`src/rtl/alu_rr_sequencer_pkg.sv`:
```
// Shared types and constants for the register-register ALU control-step sequencer:
// control-step states, opcode and ALUop encodings, and the opcode decode helpers.
package alu_seq_pkg;

   typedef enum logic [2:0] {
      S_IDLE,
      S_T0,
      S_T1,
      S_T2,
      S_T3,
      S_T4,
      S_T5,
      S_T6
   } state_t;

   localparam int unsigned OPC_ADD  = 3;
   localparam int unsigned OPC_SUB  = 4;
   localparam int unsigned OPC_AND  = 5;
   localparam int unsigned OPC_OR   = 6;
   localparam int unsigned OPC_ROR  = 7;
   localparam int unsigned OPC_ROL  = 8;
   localparam int unsigned OPC_SHR  = 9;
   localparam int unsigned OPC_SHRA = 10;
   localparam int unsigned OPC_SHL  = 11;
   localparam int unsigned OPC_MUL  = 15;
   localparam int unsigned OPC_DIV  = 16;

   localparam logic [3:0] ALUOP_NONE = 4'd0;
   localparam logic [3:0] ALUOP_ADD  = 4'd1;
   localparam logic [3:0] ALUOP_SUB  = 4'd2;
   localparam logic [3:0] ALUOP_AND  = 4'd3;
   localparam logic [3:0] ALUOP_OR   = 4'd4;
   localparam logic [3:0] ALUOP_SHR  = 4'd5;
   localparam logic [3:0] ALUOP_SHRA = 4'd6;
   localparam logic [3:0] ALUOP_SHL  = 4'd7;
   localparam logic [3:0] ALUOP_ROR  = 4'd8;
   localparam logic [3:0] ALUOP_ROL  = 4'd9;

   // Wide ops and undecodable opcodes both map to ALUOP_NONE.
   function automatic logic [3:0] aluop_map(input int unsigned op);
      case (op)
         OPC_ADD:  return ALUOP_ADD;
         OPC_SUB:  return ALUOP_SUB;
         OPC_AND:  return ALUOP_AND;
         OPC_OR:   return ALUOP_OR;
         OPC_ROR:  return ALUOP_ROR;
         OPC_ROL:  return ALUOP_ROL;
         OPC_SHR:  return ALUOP_SHR;
         OPC_SHRA: return ALUOP_SHRA;
         OPC_SHL:  return ALUOP_SHL;
         default:  return ALUOP_NONE;
      endcase
   endfunction

   function automatic logic is_legal_op(input int unsigned op);
      return (aluop_map(op) != ALUOP_NONE) || (op == OPC_MUL) || (op == OPC_DIV);
   endfunction

endpackage

```
`src/rtl/alu_rr_sequencer_if.sv`:
```
// Handshake and datapath-control bundle between the sequencer (master) and the
// datapath it steers (slave).
interface alu_rr_sequencer_if #(
   parameter int NUM_REGS = 16,
   parameter int DATA_W   = 32,
   parameter int ALUOP_W  = 4
);
   logic                start;
   logic                mem_ready;
   logic [DATA_W-1:0]   ir;

   logic PCout, MARin, IncPC, PCin, Read, MDRin, MDRout, IRin, Yin;
   logic Zlowin, Zhighin, Zlowout, Zhighout, HIin, LOin;
   logic [NUM_REGS-1:0] Rin;
   logic [NUM_REGS-1:0] Rout;
   logic [ALUOP_W-1:0]  ALUop;
   logic                ALU_MUL, ALU_DIV;
   logic                busy, done, illegal;

   modport master (
      input  start, mem_ready, ir,
      output PCout, MARin, IncPC, PCin, Read, MDRin, MDRout, IRin, Yin,
      output Zlowin, Zhighin, Zlowout, Zhighout, HIin, LOin,
      output Rin, Rout, ALUop, ALU_MUL, ALU_DIV, busy, done, illegal
   );

   modport slave (
      output start, mem_ready, ir,
      input  PCout, MARin, IncPC, PCin, Read, MDRin, MDRout, IRin, Yin,
      input  Zlowin, Zhighin, Zlowout, Zhighout, HIin, LOin,
      input  Rin, Rout, ALUop, ALU_MUL, ALU_DIV, busy, done, illegal
   );
endinterface

```
`src/rtl/alu_rr_sequencer_reg_decoder.sv`:
```
// Register-index to one-hot enable decoder; all outputs low when not enabled.
module reg_decoder #(
   parameter int NUM_REGS = 16,
   parameter int REG_W    = $clog2(NUM_REGS)
) (
   input  logic                en_i,
   input  logic [REG_W-1:0]    idx_i,
   output logic [NUM_REGS-1:0] onehot_o
);

   always_comb begin
      onehot_o = '0;
      for (int i = 0; i < NUM_REGS; i++) begin
         onehot_o[i] = en_i && (idx_i == REG_W'(i));
      end
   end

endmodule

```
`src/rtl/alu_rr_sequencer.sv`:
```
// Hardwired fetch/execute control-step sequencer for register-register ALU
// instructions, including MUL/DIV with HI/LO writeback and a memory-ready wait.
module alu_rr_sequencer
   import alu_seq_pkg::*;
#(
   parameter int NUM_REGS = 16,
   parameter int DATA_W   = 32,
   parameter int OP_W     = 5,
   parameter int ALUOP_W  = 4
) (
   input logic clock,
   input logic clear,
   alu_rr_sequencer_if.master bus
);

   localparam int REG_W = $clog2(NUM_REGS);

   state_t            state_q, state_d;
   logic [OP_W-1:0]   opcode_q, opcode_d;
   logic [REG_W-1:0]  ra_q, ra_d;
   logic [REG_W-1:0]  rc_q, rc_d;

   logic [OP_W-1:0]   irOpcode;
   logic [REG_W-1:0]  irRa, irRb, irRc;
   logic              irLegal;
   logic              isMul, isDiv;
   logic              routEn, rinEn;
   logic [REG_W-1:0]  routIdx;

   assign irOpcode = bus.ir[DATA_W-1 -: OP_W];
   assign irRa     = bus.ir[DATA_W-OP_W-1 -: REG_W];
   assign irRb     = bus.ir[DATA_W-OP_W-REG_W-1 -: REG_W];
   assign irRc     = bus.ir[DATA_W-OP_W-2*REG_W-1 -: REG_W];
   assign irLegal  = is_legal_op(32'(irOpcode));
   assign isMul    = (32'(opcode_q) == OPC_MUL);
   assign isDiv    = (32'(opcode_q) == OPC_DIV);

   // Clear wins over everything, including a chaining start in the final step.
   always_ff @(posedge clock) begin
      if (clear) begin
         state_q  <= S_IDLE;
         opcode_q <= '0;
         ra_q     <= '0;
         rc_q     <= '0;
      end else begin
         state_q  <= state_d;
         opcode_q <= opcode_d;
         ra_q     <= ra_d;
         rc_q     <= rc_d;
      end
   end

   always_comb begin
      state_d      = state_q;
      opcode_d     = opcode_q;
      ra_d         = ra_q;
      rc_d         = rc_q;
      routEn       = 1'b0;
      routIdx      = '0;
      rinEn        = 1'b0;
      bus.PCout    = 1'b0;
      bus.MARin    = 1'b0;
      bus.IncPC    = 1'b0;
      bus.PCin     = 1'b0;
      bus.Read     = 1'b0;
      bus.MDRin    = 1'b0;
      bus.MDRout   = 1'b0;
      bus.IRin     = 1'b0;
      bus.Yin      = 1'b0;
      bus.Zlowin   = 1'b0;
      bus.Zhighin  = 1'b0;
      bus.Zlowout  = 1'b0;
      bus.Zhighout = 1'b0;
      bus.HIin     = 1'b0;
      bus.LOin     = 1'b0;
      bus.ALUop    = '0;
      bus.ALU_MUL  = 1'b0;
      bus.ALU_DIV  = 1'b0;
      bus.busy     = (state_q != S_IDLE);
      bus.done     = 1'b0;
      bus.illegal  = 1'b0;

      case (state_q)
         S_IDLE: begin
            if (bus.start) state_d = S_T0;
         end
         S_T0: begin
            bus.PCout  = 1'b1;
            bus.MARin  = 1'b1;
            bus.IncPC  = 1'b1;
            bus.Zlowin = 1'b1;
            state_d    = S_T1;
         end
         // Read is held while memory is slow; PC update and MDR load only land with data.
         S_T1: begin
            bus.Read = 1'b1;
            if (bus.mem_ready) begin
               bus.Zlowout = 1'b1;
               bus.PCin    = 1'b1;
               bus.MDRin   = 1'b1;
               state_d     = S_T2;
            end
         end
         S_T2: begin
            bus.MDRout = 1'b1;
            bus.IRin   = 1'b1;
            state_d    = S_T3;
         end
         S_T3: begin
            if (irLegal) begin
               routEn   = 1'b1;
               routIdx  = irRb;
               bus.Yin  = 1'b1;
               opcode_d = irOpcode;
               ra_d     = irRa;
               rc_d     = irRc;
               state_d  = S_T4;
            end else begin
               bus.illegal = 1'b1;
               state_d     = S_IDLE;
            end
         end
         S_T4: begin
            routEn     = 1'b1;
            routIdx    = rc_q;
            bus.Zlowin = 1'b1;
            if (isMul || isDiv) begin
               bus.Zhighin = 1'b1;
               bus.ALU_MUL = isMul;
               bus.ALU_DIV = isDiv;
            end else begin
               bus.ALUop = ALUOP_W'(aluop_map(32'(opcode_q)));
            end
            state_d = S_T5;
         end
         S_T5: begin
            bus.Zlowout = 1'b1;
            if (isMul || isDiv) begin
               bus.LOin = 1'b1;
               state_d  = S_T6;
            end else begin
               rinEn    = 1'b1;
               bus.done = 1'b1;
               state_d  = bus.start ? S_T0 : S_IDLE;
            end
         end
         S_T6: begin
            bus.Zhighout = 1'b1;
            bus.HIin     = 1'b1;
            bus.done     = 1'b1;
            state_d      = bus.start ? S_T0 : S_IDLE;
         end
         default: state_d = S_IDLE;
      endcase
   end

   reg_decoder #(.NUM_REGS(NUM_REGS), .REG_W(REG_W)) u_routDec (
      .en_i     (routEn),
      .idx_i    (routIdx),
      .onehot_o (bus.Rout)
   );

   reg_decoder #(.NUM_REGS(NUM_REGS), .REG_W(REG_W)) u_rinDec (
      .en_i     (rinEn),
      .idx_i    (ra_q),
      .onehot_o (bus.Rin)
   );

endmodule

```
`src/flat_wrapper.sv`:
```
// flat-port wrapper written by rule: the top's interface ports become plain ports
module alu_rr_sequencer_flat import alu_seq_pkg::*;
#(
   parameter int NUM_REGS = 16,
   parameter int DATA_W   = 32,
   parameter int OP_W     = 5,
   parameter int ALUOP_W  = 4
)
  (clock, clear, bus_start, bus_mem_ready, bus_ir, bus_PCout, bus_MARin, bus_IncPC, bus_PCin, bus_Read, bus_MDRin, bus_MDRout, bus_IRin, bus_Yin, bus_Zlowin, bus_Zhighin, bus_Zlowout, bus_Zhighout, bus_HIin, bus_LOin, bus_Rin, bus_Rout, bus_ALUop, bus_ALU_MUL, bus_ALU_DIV, bus_busy, bus_done, bus_illegal);
  alu_rr_sequencer_if #(.NUM_REGS(NUM_REGS), .DATA_W(DATA_W), .ALUOP_W(ALUOP_W)) bus_i ();
  input logic clock;
  input logic clear;
  input wire logic [$bits(bus_i.start)-1:0] bus_start;
  input wire logic [$bits(bus_i.mem_ready)-1:0] bus_mem_ready;
  input wire logic [$bits(bus_i.ir)-1:0] bus_ir;
  output wire logic [$bits(bus_i.PCout)-1:0] bus_PCout;
  output wire logic [$bits(bus_i.MARin)-1:0] bus_MARin;
  output wire logic [$bits(bus_i.IncPC)-1:0] bus_IncPC;
  output wire logic [$bits(bus_i.PCin)-1:0] bus_PCin;
  output wire logic [$bits(bus_i.Read)-1:0] bus_Read;
  output wire logic [$bits(bus_i.MDRin)-1:0] bus_MDRin;
  output wire logic [$bits(bus_i.MDRout)-1:0] bus_MDRout;
  output wire logic [$bits(bus_i.IRin)-1:0] bus_IRin;
  output wire logic [$bits(bus_i.Yin)-1:0] bus_Yin;
  output wire logic [$bits(bus_i.Zlowin)-1:0] bus_Zlowin;
  output wire logic [$bits(bus_i.Zhighin)-1:0] bus_Zhighin;
  output wire logic [$bits(bus_i.Zlowout)-1:0] bus_Zlowout;
  output wire logic [$bits(bus_i.Zhighout)-1:0] bus_Zhighout;
  output wire logic [$bits(bus_i.HIin)-1:0] bus_HIin;
  output wire logic [$bits(bus_i.LOin)-1:0] bus_LOin;
  output wire logic [$bits(bus_i.Rin)-1:0] bus_Rin;
  output wire logic [$bits(bus_i.Rout)-1:0] bus_Rout;
  output wire logic [$bits(bus_i.ALUop)-1:0] bus_ALUop;
  output wire logic [$bits(bus_i.ALU_MUL)-1:0] bus_ALU_MUL;
  output wire logic [$bits(bus_i.ALU_DIV)-1:0] bus_ALU_DIV;
  output wire logic [$bits(bus_i.busy)-1:0] bus_busy;
  output wire logic [$bits(bus_i.done)-1:0] bus_done;
  output wire logic [$bits(bus_i.illegal)-1:0] bus_illegal;
  assign bus_i.start = bus_start;
  assign bus_i.mem_ready = bus_mem_ready;
  assign bus_i.ir = bus_ir;
  assign bus_PCout = bus_i.PCout;
  assign bus_MARin = bus_i.MARin;
  assign bus_IncPC = bus_i.IncPC;
  assign bus_PCin = bus_i.PCin;
  assign bus_Read = bus_i.Read;
  assign bus_MDRin = bus_i.MDRin;
  assign bus_MDRout = bus_i.MDRout;
  assign bus_IRin = bus_i.IRin;
  assign bus_Yin = bus_i.Yin;
  assign bus_Zlowin = bus_i.Zlowin;
  assign bus_Zhighin = bus_i.Zhighin;
  assign bus_Zlowout = bus_i.Zlowout;
  assign bus_Zhighout = bus_i.Zhighout;
  assign bus_HIin = bus_i.HIin;
  assign bus_LOin = bus_i.LOin;
  assign bus_Rin = bus_i.Rin;
  assign bus_Rout = bus_i.Rout;
  assign bus_ALUop = bus_i.ALUop;
  assign bus_ALU_MUL = bus_i.ALU_MUL;
  assign bus_ALU_DIV = bus_i.ALU_DIV;
  assign bus_busy = bus_i.busy;
  assign bus_done = bus_i.done;
  assign bus_illegal = bus_i.illegal;
  alu_rr_sequencer #(.NUM_REGS(NUM_REGS), .DATA_W(DATA_W), .OP_W(OP_W), .ALUOP_W(ALUOP_W)) u_core (.clock(clock), .clear(clear), .bus(bus_i));
endmodule
```
`config.mk`:
```
export PLATFORM = sky130hd
export DESIGN_NAME = alu_rr_sequencer_flat
export DESIGN_NICKNAME = d
export VERILOG_FILES = /design/src/rtl/alu_rr_sequencer_pkg.sv /design/src/rtl/alu_rr_sequencer_if.sv /design/src/rtl/alu_rr_sequencer_reg_decoder.sv /design/src/rtl/alu_rr_sequencer.sv /design/src/flat_wrapper.sv
export SDC_FILE = /design/constraint.sdc
export NUM_CORES = 1
export LEC_CHECK = 0
export CORE_MARGIN = 5
export CORE_UTILIZATION = 42
export CTS_CLUSTER_DIAMETER = 80
export DETAILED_ROUTE_END_ITERATION = 8
export GPL_ROUTABILITY_DRIVEN = 0
export PLACE_DENSITY_LB_ADDON = 0.15
export SYNTH_ARGS = -nofsm -noshare
export SYNTH_HDL_FRONTEND = slang
export SYNTH_SLANG_ARGS = --single-unit
export TNS_END_PERCENT = 100
```
`constraint.sdc`:
```
create_clock -name clock -period 8.1 [get_ports clock]
set_input_delay 2.43 -clock clock [delete_from_list [all_inputs] [get_ports clock]]
set_output_delay 2.43 -clock clock [all_outputs]
set_load 0.05 [all_outputs]
```
### Word-level counts from Yosys, hierarchy flattened

Memory sizes are Yosys's and may differ from the RTL's. A register that Yosys moved wholly into a read port is not among the register bits.
Cells that the tools add are included.

* $add $sub $neg: 0
* multipliers: 0
* divide/modulo/power cells: 0
* $lt $le $gt $ge: 0
* eq/ne operators: 43
* shift operators: 0
* mux-type cells: 37
* bitwise operators: 0
* reductions and logical operators: 43

Operator list (count)
* == test 4 bit, second input constant: 16
* == test 4 x 3 -> 1 bit, second input constant: 8
* logical AND 1 bit: 32
* two-way mux 4 bit: 7
* case mux 3 bit (8 select lines): 1
* two-way mux 1 bit: 21
* == test 4 x 2 -> 1 bit, second input constant: 4
* == test 3 bit, second input constant: 4
* two-way mux 3 bit: 4
* == test 5 x 4 -> 1 bit, second input constant: 2
* == test 5 bit, second input constant: 2
* == test 4 x 1 -> 1 bit, second input constant: 2
* zero test 4 bit: 2
* case mux 4 bit (2 select lines): 1
* == test 3 x 2 -> 1 bit, second input constant: 2
* case mux 1 bit (2 select lines): 3
* inequality test 2 bit, second input constant: 2
* AND reduction 2 bit: 2
* nonzero test 4 bit: 1
* == test 3 x 1 -> 1 bit, second input constant: 1
* zero test 3 bit: 1
* logical OR 1 bit: 3
* nonzero test 3 bit: 1
* OR reduction 2 bit: 1

* bits in registers: 16
* latch bits: 0
* bits in writable memories: 0
* ROM bits: 128
* input port bits: 36
* output and inout bits: 56
* logic and storage cells: 129
* memories: 2

Memories
* (name not given): depth 16, bits a word 4, rd ports 1, clocked after memory_dff 1, wr ports 0, line alu_rr_sequencer_pkg.sv:41 `case (op)`
* (name not given): depth 16, bits a word 4, rd ports 1, clocked after memory_dff 0, wr ports 0, line alu_rr_sequencer_pkg.sv:41

### Longest topological paths before layout

Gate-level depths: netlist (run 1).
An unclocked memory read counts as a cell.

* word-level depth: 9
* gate-level depth with buffers: 9
* gate-level depth less buffers: 7

### By module

A second synthesis (run 1) with hierarchy kept.

* cells, all modules: 207
* area, all modules: 1483.9 µm²

Modules (own cells, without submodules)
* alu_rr_sequencer: times used 1, cells each 161, area each 1248.7 µm², sequential area each 400.4 µm²
* reg_decoder: times used 2, cells each 23, area each 117.6 µm², sequential area each 0.0 µm²

### Worst setup path after synthesis (run 1)

OpenSTA, ideal clock, no wires.

* path type: input port to output port
* start point: in bus_ir[27]
* end point: out bus_Rout[2]
* arrival time: 5.789 ns
* required time: 5.670 ns
* path slack: -0.119 ns
* stages on the path: 4
* buffers on the path: 0
* cells stage by stage: or4b_4 a21oi_2 o211ai_1 a2111oi_0

* cells in the longest elaborated chain, start to end: 9
* elaborated cells between the ends (all ways): 13
* classes of those cells: 3 x eq/ne; 5 x mux; 4 x reduce/logical; 1 x memory

RTL lines
* start: declaration: line flat_wrapper.sv:15 `input wire logic [$bits(bus_i.ir)-1:0] bus_ir;`
* memory (16 x 4 bit)
* two-way mux 4 bit: line alu_rr_sequencer_pkg.sv:41
* nonzero test 4 bit: line alu_rr_sequencer_pkg.sv:56 `return (aluop_map(op) != ALUOP_NONE) || (op == OPC_MUL) || (op == OPC_DIV);`
* logical OR 1 bit: line alu_rr_sequencer_pkg.sv:56
* logical OR 1 bit *: line alu_rr_sequencer_pkg.sv:56
* two-way mux 4 bit: line alu_rr_sequencer.sv:110 `if (irLegal) begin`
* case mux 4 bit (2 select lines): line alu_rr_sequencer.sv:83 `case (state_q)`
* == test 4 x 2 -> 1 bit: line alu_rr_sequencer_reg_decoder.sv:14 `onehot_o[i] = en_i && (idx_i == REG_W'(i));`
* logical AND 1 bit *: line alu_rr_sequencer_reg_decoder.sv:14
* end: declaration: line flat_wrapper.sv:32 `output wire logic [$bits(bus_i.Rout)-1:0] bus_Rout;`

Every way passes the cells marked *; elsewhere a longest branch is shown, timed or not.

### Worst setup path in the final report (run 1)

* start point: in bus_ir[27]
* end point: out bus_Yin

* cells in the longest elaborated chain, start to end: 7
* elaborated cells between the ends (all ways): 9
* classes of those cells: 2 x eq/ne; 3 x mux; 3 x reduce/logical; 1 x memory

RTL lines
* memory (16 x 4 bit)
* two-way mux 4 bit: line alu_rr_sequencer_pkg.sv:41
* nonzero test 4 bit: line alu_rr_sequencer_pkg.sv:56
* logical OR 1 bit: line alu_rr_sequencer_pkg.sv:56
* logical OR 1 bit *: line alu_rr_sequencer_pkg.sv:56
* two-way mux 1 bit *: line alu_rr_sequencer.sv:110
* two-way mux 1 bit *: line alu_rr_sequencer.sv:83
* end: declaration: line flat_wrapper.sv:24 `output wire logic [$bits(bus_i.Yin)-1:0] bus_Yin;`

Marked as above.

==> results.json, run 1 <==
{
  "outcome": "finished, final reports clean",
  "drc": 0,
  "ios": 92,
  "cts_root_buf": "clkbuf_8",
  "finalClockSkew_ns": 0.00455,
  "setup_slack_ns": 0.652,
  "worst_slew_pin_slew_ns": 0.857,
  "finalHoldViolCount": 0,
  "firstDrtPassIters": 4,
  "crit_end": "bus_Yin",
  "hp-class": "reg -> reg",
  "rows": 22,
  "cp_max_fo": 9,
  "final_cell_mix": "clkdlybuf4s50_1, nand2_1, nor2_1",
  "pre_cts_slack_ns": 0.664,
  "yosys.cell_types.count": 54,
  "routed_wl_um": 4570,
  "antenna_found_initial": 0,
  "post_cts_buffers": 0,
  "finalSetupViolations": 0,
  "grt_max_degree": 26,
  "syn_to_final_growth_pct": 46.5,
  "leakagePower_nw": 0.873,
  "gr-total-overflow": 0,
  "die_x_um": 72.9,
  "first_iter_violations": 150,
  "synth.cell_area_mm2": 0.00166,
  "grt_pass1_wl_um": 7470,
  "nNetsFinal": 339,
  "rrSetupSlack_ns": 5.18,
  "cp_data_arrival_time_ns": 5.02,
  "synth_nets": 274,
  "tns_ns": 0,
  "cts_buffers": 3,
  "critPathLaunch": "bus_ir[27]",
  "rr_worst_depth": 8,
  "vdd_drop_max_uv": 99.1,
  "worst-setup-path-type": "in -> out",
  "fp.dieH_um": 72.9,
  "total_power_mw": 0.274,
  "cts.path.max_buffers": 2,
  "cts-hold-fix-buffers": 0,
  "port_buffers": 76,
  "critPathRequiredTime_ns": 5.67,
  "grt.total_usage": 0.173,
  "viasPerCell": 5.28,
  "timing.rr.start": "u_core.state_q[2]$_SDFFE_PP0P_",
  "period_share": 0.919,
  "cts-htree-levels": 1,
  "grt_pass1_vias": 1683,
  "final_common_cell": "clkdlybuf4s50_1",
  "rsz0062_at_grt": "false",
  "clock_latency_ns": 0.25,
  "final.min_clock_period_ns": 7.45,
  "synth_edf_count": 0,
  "cp-start-kind": "primary input",
  "num_antenna_cells": 0,
  "wire_per_inst_um": 13.1,
  "synth_ff_type": "dfxtp_1",
  "yosysSeqAreaShare": 0.241,
  "avgSynthCellArea_um2": 6.97,
  "max_slew_margin": 0.427,
  "whs_ns": 0.473,
  "nFillCells": 355,
  "dpl.hpwl_um": 3630,
  "start_util": 0.443,
  "ys_async_sr_fraction": 0,
  "final_antenna_net_count": 0,
  "fmax_ghz": 0.134,
  "coreArea_mm2": 0.00374,
  "end_kind": "primary output",
  "vias": 1849,
  "cts.clk_slew.worst_paths_ns": 0.07,
  "cts_resized": 0,
  "cts.sinks": 20,
  "drv_slew": 0,
  "fp.dieArea_mm2": 0.00531,
  "syn-instance-count": 238,
  "synth-seq-cells": 20,
  "cap_violations": 0,
  "p_per_area_mw_per_mm2": 113,
  "drive_gt1_frac": 0.119,
  "cts_tree": "yes",
  "yosys_warnings": 0
}
## worst min path at each step
stage	slack, ns	end	start	cells after the start
final	0.47	u_core.rc_q[2]$_SDFFE_PP0P_	u_core.rc_q[2]$_SDFFE_PP0P_	2
after global routing	0.49	u_core.rc_q[2]$_SDFFE_PP0P_	u_core.rc_q[2]$_SDFFE_PP0P_	2
after CTS	0.48	u_core.rc_q[2]$_SDFFE_PP0P_	u_core.rc_q[2]$_SDFFE_PP0P_	2
after detailed placement	0.47	u_core.rc_q[2]$_SDFFE_PP0P_	u_core.rc_q[2]$_SDFFE_PP0P_	2
after global placement	0.45	u_core.rc_q[2]$_SDFFE_PP0P_	u_core.rc_q[2]$_SDFFE_PP0P_	2
after floorplan	0.44	u_core.rc_q[1]$_SDFFE_PP0P_	u_core.rc_q[1]$_SDFFE_PP0P_	2
## power by group
group          internal, mW  switching (mW)
Combinational        0.0350          0.0562
Clock                0.0432          0.0310
Sequential            0.101         0.00778
## critical path, stage by stage
cell,delay [ns]
clkdlybuf4s50_1,0.54
or4b_4,0.64
a211oi_4,0.35
nor2_2,0.16
inv_2,0.08
clkdlybuf4s50_1,0.81
## synth_stat cells (3+ instances only)
cell / count / area, um2
and2_1: 6 / 37.5
nand3_1: 3 / 15.0
nor3_2: 3 / 30.0
a21oi_1: 20 / 100
a21o_1: 3 / 22.5
nor2_1: 32 / 120
buf_4: 6 / 45.0
a211o_1: 4 / 35.0
clkbuf_1: 6 / 22.5
buf_2: 6 / 30.0
nand3b_1: 6 / 45.0
a2111oi_0: 3 / 26.3
mux2i_1: 4 / 40.0
nand2_1: 37 / 139
and3b_1: 6 / 52.6
nor2b_1: 6 / 37.5
and3_1: 3 / 18.8
inv_1: 3 / 11.3
nor3_1: 15 / 75.1
o21ai_0: 3 / 15.0
dfxtp_1: 20 / 400
nand2b_1: 7 / 43.8
## cells by family after synthesis
family / count (synthesis) / synth area share
and+or+nand+nor: 134 / 0.419
AOI/OAI and AO/OA: 54 / 0.232
buffers and inverters: 24 / 0.0724
DFF: 20 / 0.241
muxes: 5 / 0.0309
xor gates and xnor gates: 1 / 0.00528
## routing by layer
| metal | vias up | part of all wire | track usage |
|---|---|---|---|
| met3 | 6 | 0.072 | 0.0427 |
| met1 | 821 | 0.46 | 0.232 |
| met5 | - | 0 | 0 |
| li1 | 962 | - | - |
| met2 | 60 | 0.46 | 0.285 |
| met4 | 0 | 0.0094 | 0.0307 |
## layout make-up
| class | instances | area (um2) | area share |
|---|---|---|---|
| Clock buffer | 4 | 55.1 | 0.0227 |
| Inverter | 5 | 18.8 | 0.00772 |
| Multi-Input combinational cell | 194 | 1140 | 0.469 |
| Sequential cell | 20 | 400 | 0.165 |
| Tap cell | 48 | 60.1 | 0.0247 |
| Timing Repair Buffer | 79 | 756 | 0.311 |
## per-stage QoR
stage          area (um2)  std cells   util
3_3_place_gp         2370        346  0.634
5_1_grt              2430        350  0.649
2_1_floorplan        1660        238      -
6_report             2430        350  0.649
3_5_place_dp         2370        346  0.634
4_1_cts              2430        350  0.649
No activity file was read; power rests on OpenSTA's default activity.
==> run 2: changes to the inputs <==
CORE_MARGIN = 1   (was 5)
==> results.json, run 2 (synthesized netlist as in run 1, its figures left out) <==
{
  "grt_max_degree": 26,
  "fmax_ghz": 0.135,
  "cts.clk_slew.worst_paths_ns": 0.07,
  "clock_latency_ns": 0.26,
  "fp.dieArea_mm2": 0.00421,
  "cp_max_fo": 8,
  "grt_pass1_wl_um": 7200,
  "outcome": "finished, final reports clean",
  "syn_to_final_growth_pct": 47.2,
  "rsz0062_at_grt": "false",
  "start_util": 0.446,
  "cap_violations": 0,
  "hp-class": "reg -> reg",
  "critPathTopFamily": "buffers and inverters",
  "num_antenna_cells": 0,
  "coreArea_mm2": 0.00372,
  "fp.dieH_um": 64.9,
  "drv_slew": 0,
  "nNetsFinal": 339,
  "ios": 92,
  "cp_data_arrival_time_ns": 4.99,
  "die_x_um": 64.9,
  "cp-start-kind": "primary input",
  "post_cts_buffers": 0,
  "end_kind": "primary output",
  "whs_ns": 0.470,
  "first_iter_violations": 160,
  "leakagePower_nw": 0.876,
  "firstDrtPassIters": 4,
  "vdd_drop_max_uv": 72.2,
  "wire_per_inst_um": 12.3,
  "port_buffers": 76,
  "critPathMaxStageDelay_ns": 0.79,
  "cts.path.max_buffers": 2,
  "finalSetupViolations": 0,
  "cts_resized": 0,
  "rows": 22,
  "worstPathCellList": "clkdlybuf4s50_1 -> or4b_4 -> a211oi_4 -> nor2_2 -> inv_2 -> clkdlybuf4s50_1",
  "cts_tree": "yes",
  "routed_wl_um": 4320,
  "finalClockSkew_ns": 0.000800,
  "tns_ns": 0,
  "cp_common_cell": "clkdlybuf4s50_1",
  "p_per_area_mw_per_mm2": 113,
  "drc": 0,
  "grt_pass1_vias": 1582,
  "period_share": 0.916,
  "final_common_cell": "clkdlybuf4s50_1",
  "vias": 1854,
  "fin_util": 0.657,
  "antenna_found_initial": 0,
  "max_slew_margin": 0.422,
  "cts_root_buf": "clkbuf_8",
  "dpl.hpwl_um": 3370,
  "final.min_clock_period_ns": 7.42,
  "critical_path_buf_inv_count": 3,
  "cts_buffers": 3,
  "slowest_stage": "clkdlybuf4s50_1",
  "viasPerCell": 5.30,
  "cts-hold-fix-buffers": 0,
  "grt.total_usage": 0.215,
  "finalHoldViolCount": 0,
  "final_antenna_net_count": 0,
  "gr-total-overflow": 0,
  "worst_slew_pin_slew_ns": 0.865,
  "final_cell_mix": "clkdlybuf4s50_1, nand2_1, nor2_1",
  "critPathRequiredTime_ns": 5.67,
  "cts.sinks": 20,
  "cts-htree-levels": 1,
  "worst-setup-path-type": "in -> out",
  "drive_gt1_frac": 0.119
}
==> run 2: metal layers <==
metal | up-vias | global-route usage | wire, um
met2 | 64 | 0.348 | 2030
li1 | 957 | - | -
met3 | 4 | 0.0352 | 259
met1 | 829 | 0.293 | 1990
met4 | 0 | 0.0583 | 46
met5 | - | 0 | 0
==> run 2: worst paths after layout <==
kind	endpoint	slack, ns	depth (start not counted)	from
max	bus_Yin	0.68	6	bus_ir[27]
min	u_core.rc_q[2]$_SDFFE_PP0P_	0.47	2	u_core.rc_q[2]$_SDFFE_PP0P_
max reg2reg	register	5.21	8	u_core.state_q[2]$_SDFFE_PP0P_
min reg2reg	u_core.rc_q[2]$_SDFFE_PP0P_	0.47	2	u_core.rc_q[2]$_SDFFE_PP0P_
==> run 2: metrics by stage <==
stage / worst slack, ns / instance area (um2) / cells / total power, mW
2_1_floorplan: 0.539 / 1660 / 238 / 0.173
3_3_place_gp: 0.673 / 2390 / 346 / 0.202
3_5_place_dp: 0.688 / 2390 / 346 / 0.202
4_1_cts: 0.677 / 2440 / 350 / 0.278
5_1_grt: 0.578 / 2440 / 350 / 0.290
6_report: 0.678 / 2440 / 350 / 0.276
==> run 2: worst register-to-register path, stage by stage, from the launching register on <==
cell and delay, ns:
dfxtp_1 0.67, or3b_1 0.54, a211oi_2 0.40, nor2_2 0.17, inv_2 0.09, buf_4 0.20
mux2i_1 0.37, clkinv_1 0.15, a311oi_1 0.21
==> run 2: power by group <==
group	switching [mW]	total, mW	internal [mW]	leakage [nW]
clock	0.0327	0.0760	0.0433	0.0288
combinational	0.0562	0.0912	0.0350	0.686
sequential	0.00771	0.109	0.101	0.162
total	0.0966	0.276	0.179	0.876
==> run 2: layout make-up <==
class,instances,area [um2]
fill,355,1270
multi-input combinational,194,1140
timing repair buffer,79,768
sequential,20,400
tap,48,60.1
clock buffer,4,55.1
inverter,5,18.8
==> run 3: changes to the inputs <==
PLACE_DENSITY = 0.84   (was not set)
PLACE_DENSITY_LB_ADDON = not set   (was 0.15)
==> results.json, run 3 (synthesized netlist as in run 1, its figures left out) <==
{
  "outcome": "finished, final reports clean",
  "p_int_mw": 0.170,
  "multi_input_area_mm2": 0.00114,
  "firstDrtPassIters": 5,
  "nFillCells": 340,
  "cts.path.max_buffers": 2,
  "syn_to_final_growth_pct": 46.7,
  "rows": 22,
  "critPathMaxStageDelay_ns": 0.83,
  "drive_gt1_frac": 0.119,
  "cap_violations": 0,
  "gr-total-overflow": 0,
  "drv_slew": 0,
  "timing.rr.start": "u_core.state_q[2]$_SDFFE_PP0P_",
  "worstPathCellList": "clkdlybuf4s50_1 -> or4b_4 -> a211o_1 -> a21boi_2 -> o211ai_1 -> nor3_1 -> clkdlybuf4s50_1",
  "post_dp_cell_area_mm2": 0.00239,
  "design_area_mm2": 0.00243,
  "fp.dieArea_mm2": 0.00421,
  "swShare": 0.355,
  "regArea_um2": 400,
  "cp_common_cell": "clkdlybuf4s50_1",
  "vdd_drop_max_uv": 122,
  "slowest_stage": "clkdlybuf4s50_1",
  "max_slew_margin": 0.430,
  "final_antenna_net_count": 0,
  "cts-htree-levels": 1,
  "p_comb_frac": 0.350,
  "cts_root_buf": "clkbuf_8",
  "rr_worst_depth": 8,
  "tns_ns": 0,
  "finalHoldViolCount": 0,
  "grt_max_degree": 26,
  "clockPowerShare": 0.239,
  "num_antenna_cells": 0,
  "critPathRequiredTime_ns": 5.67,
  "ios": 92,
  "power_frac_seq": 0.411,
  "cp-start-kind": "primary input",
  "min_to": "u_core.rc_q[2]$_SDFFE_PP0P_",
  "grt_pass1_wl_um": 7400,
  "rsz0062_at_grt": "false",
  "coreArea_mm2": 0.00372,
  "critPathLaunch": "bus_ir[31]",
  "cts_resized": 0,
  "viasPerCell": 5.41,
  "cts.clk_slew.worst_paths_ns": 0.07,
  "worst-setup-path-type": "in -> out",
  "final_cell_mix": "clkdlybuf4s50_1, nand2_1, nor2_1",
  "nNetsFinal": 341,
  "first_iter_violations": 147,
  "antenna_found_initial": 0,
  "fmax_ghz": 0.130,
  "vias": 1899,
  "cts_tree": "yes",
  "p_per_area_mw_per_mm2": 108,
  "cts_buffers": 3,
  "wire_per_inst_um": 12.4,
  "cts.sinks": 20,
  "cts-hold-fix-buffers": 0,
  "post_cts_buffers": 0,
  "holdPathStages": 2,
  "dpl.hpwl_um": 3500,
  "hold_start": "u_core.rc_q[2]$_SDFFE_PP0P_",
  "worst_slew_pin_slew_ns": 0.852,
  "finalClockSkew_ns": 0.00223,
  "start_util": 0.446,
  "cp_max_fo": 7,
  "final_common_cell": "clkdlybuf4s50_1",
  "leakagePower_nw": 0.874,
  "clock_latency_ns": 0.25,
  "die_x_um": 64.9,
  "end_kind": "primary output",
  "grt_pass1_vias": 1652,
  "routed_wl_um": 4360,
  "cp_data_arrival_time_ns": 5.28,
  "final.min_clock_period_ns": 7.71,
  "rrSetupSlack_ns": 5.26,
  "finalSetupViolations": 0,
  "period_share": 0.951,
  "drc": 0,
  "hp-class": "reg -> reg",
  "port_buffers": 76,
  "power_switching_mw": 0.0936,
  "grt.total_usage": 0.220,
  "fp.dieH_um": 64.9
}
[run 3: cell types whose count changed in the layout (fill, tap and decap cells not counted), sizes merged]
cell           change
clkdlybuf4s50      +1
clkbuf             -1
buf                +1
[run 3: power groups by stage]
stage                     sequential, mW  clock (mW)  combinational [mW]
after CTS                          0.108      0.0649              0.0926
after detailed placement           0.111           0              0.0924
final                              0.108      0.0629              0.0922
after floorplan                    0.105           0              0.0683
after global placement             0.110           0              0.0914
after global routing               0.109      0.0687              0.0985
[run 3: worst max path at each step]
stage                     slack, ns  cells after the start          end
after CTS                      0.38                      7  bus_Rout[4]
after global placement         0.42                      7  bus_Rout[4]
after floorplan                0.54                      4  bus_Rout[2]
final                          0.39                      7  bus_Rout[4]
after detailed placement       0.38                      7  bus_Rout[4]
after global routing           0.27                      7  bus_Rout[4]
[run 3: through the flow]
stage          setup WS (ns)  hold slack, ns  instances  power [mW]  utilization
2_1_floorplan          0.539           0.436        238       0.173            -
3_3_place_gp           0.418           0.451        348       0.202        0.644
3_5_place_dp           0.378           0.459        348       0.203        0.644
4_1_cts                0.383           0.468        351       0.266        0.655
5_1_grt                0.275           0.495        351       0.276        0.655
6_report               0.394           0.471        351       0.263        0.655
[run 3: layout make-up]
| type | count | area share |
|---|---|---|
| repair buffers | 81 | 0.318 |
| flip-flops and latches | 20 | 0.165 |
| multi-input cells | 194 | 0.468 |
| inverters | 5 | 0.00771 |
| clock buffers | 3 | 0.0170 |
| well taps | 48 | 0.0247 |
[run 3: layer usage]
layer,routed length [um],share of wire,global-route usage,up-vias
met5,0,0,0,-
met4,17,0.0039,0.0583,0
met3,229,0.052,0.0405,2
met2,2240,0.51,0.384,54
met1,1870,0.43,0.274,876
li1,-,-,-,967
[run 3: worst max-delay path: cells and delay by family]
kind | cells | cell delay, ns
simple gates | 2 | 0.74
compound gates | 3 | 0.69
buf+inv | 2 | 1.41
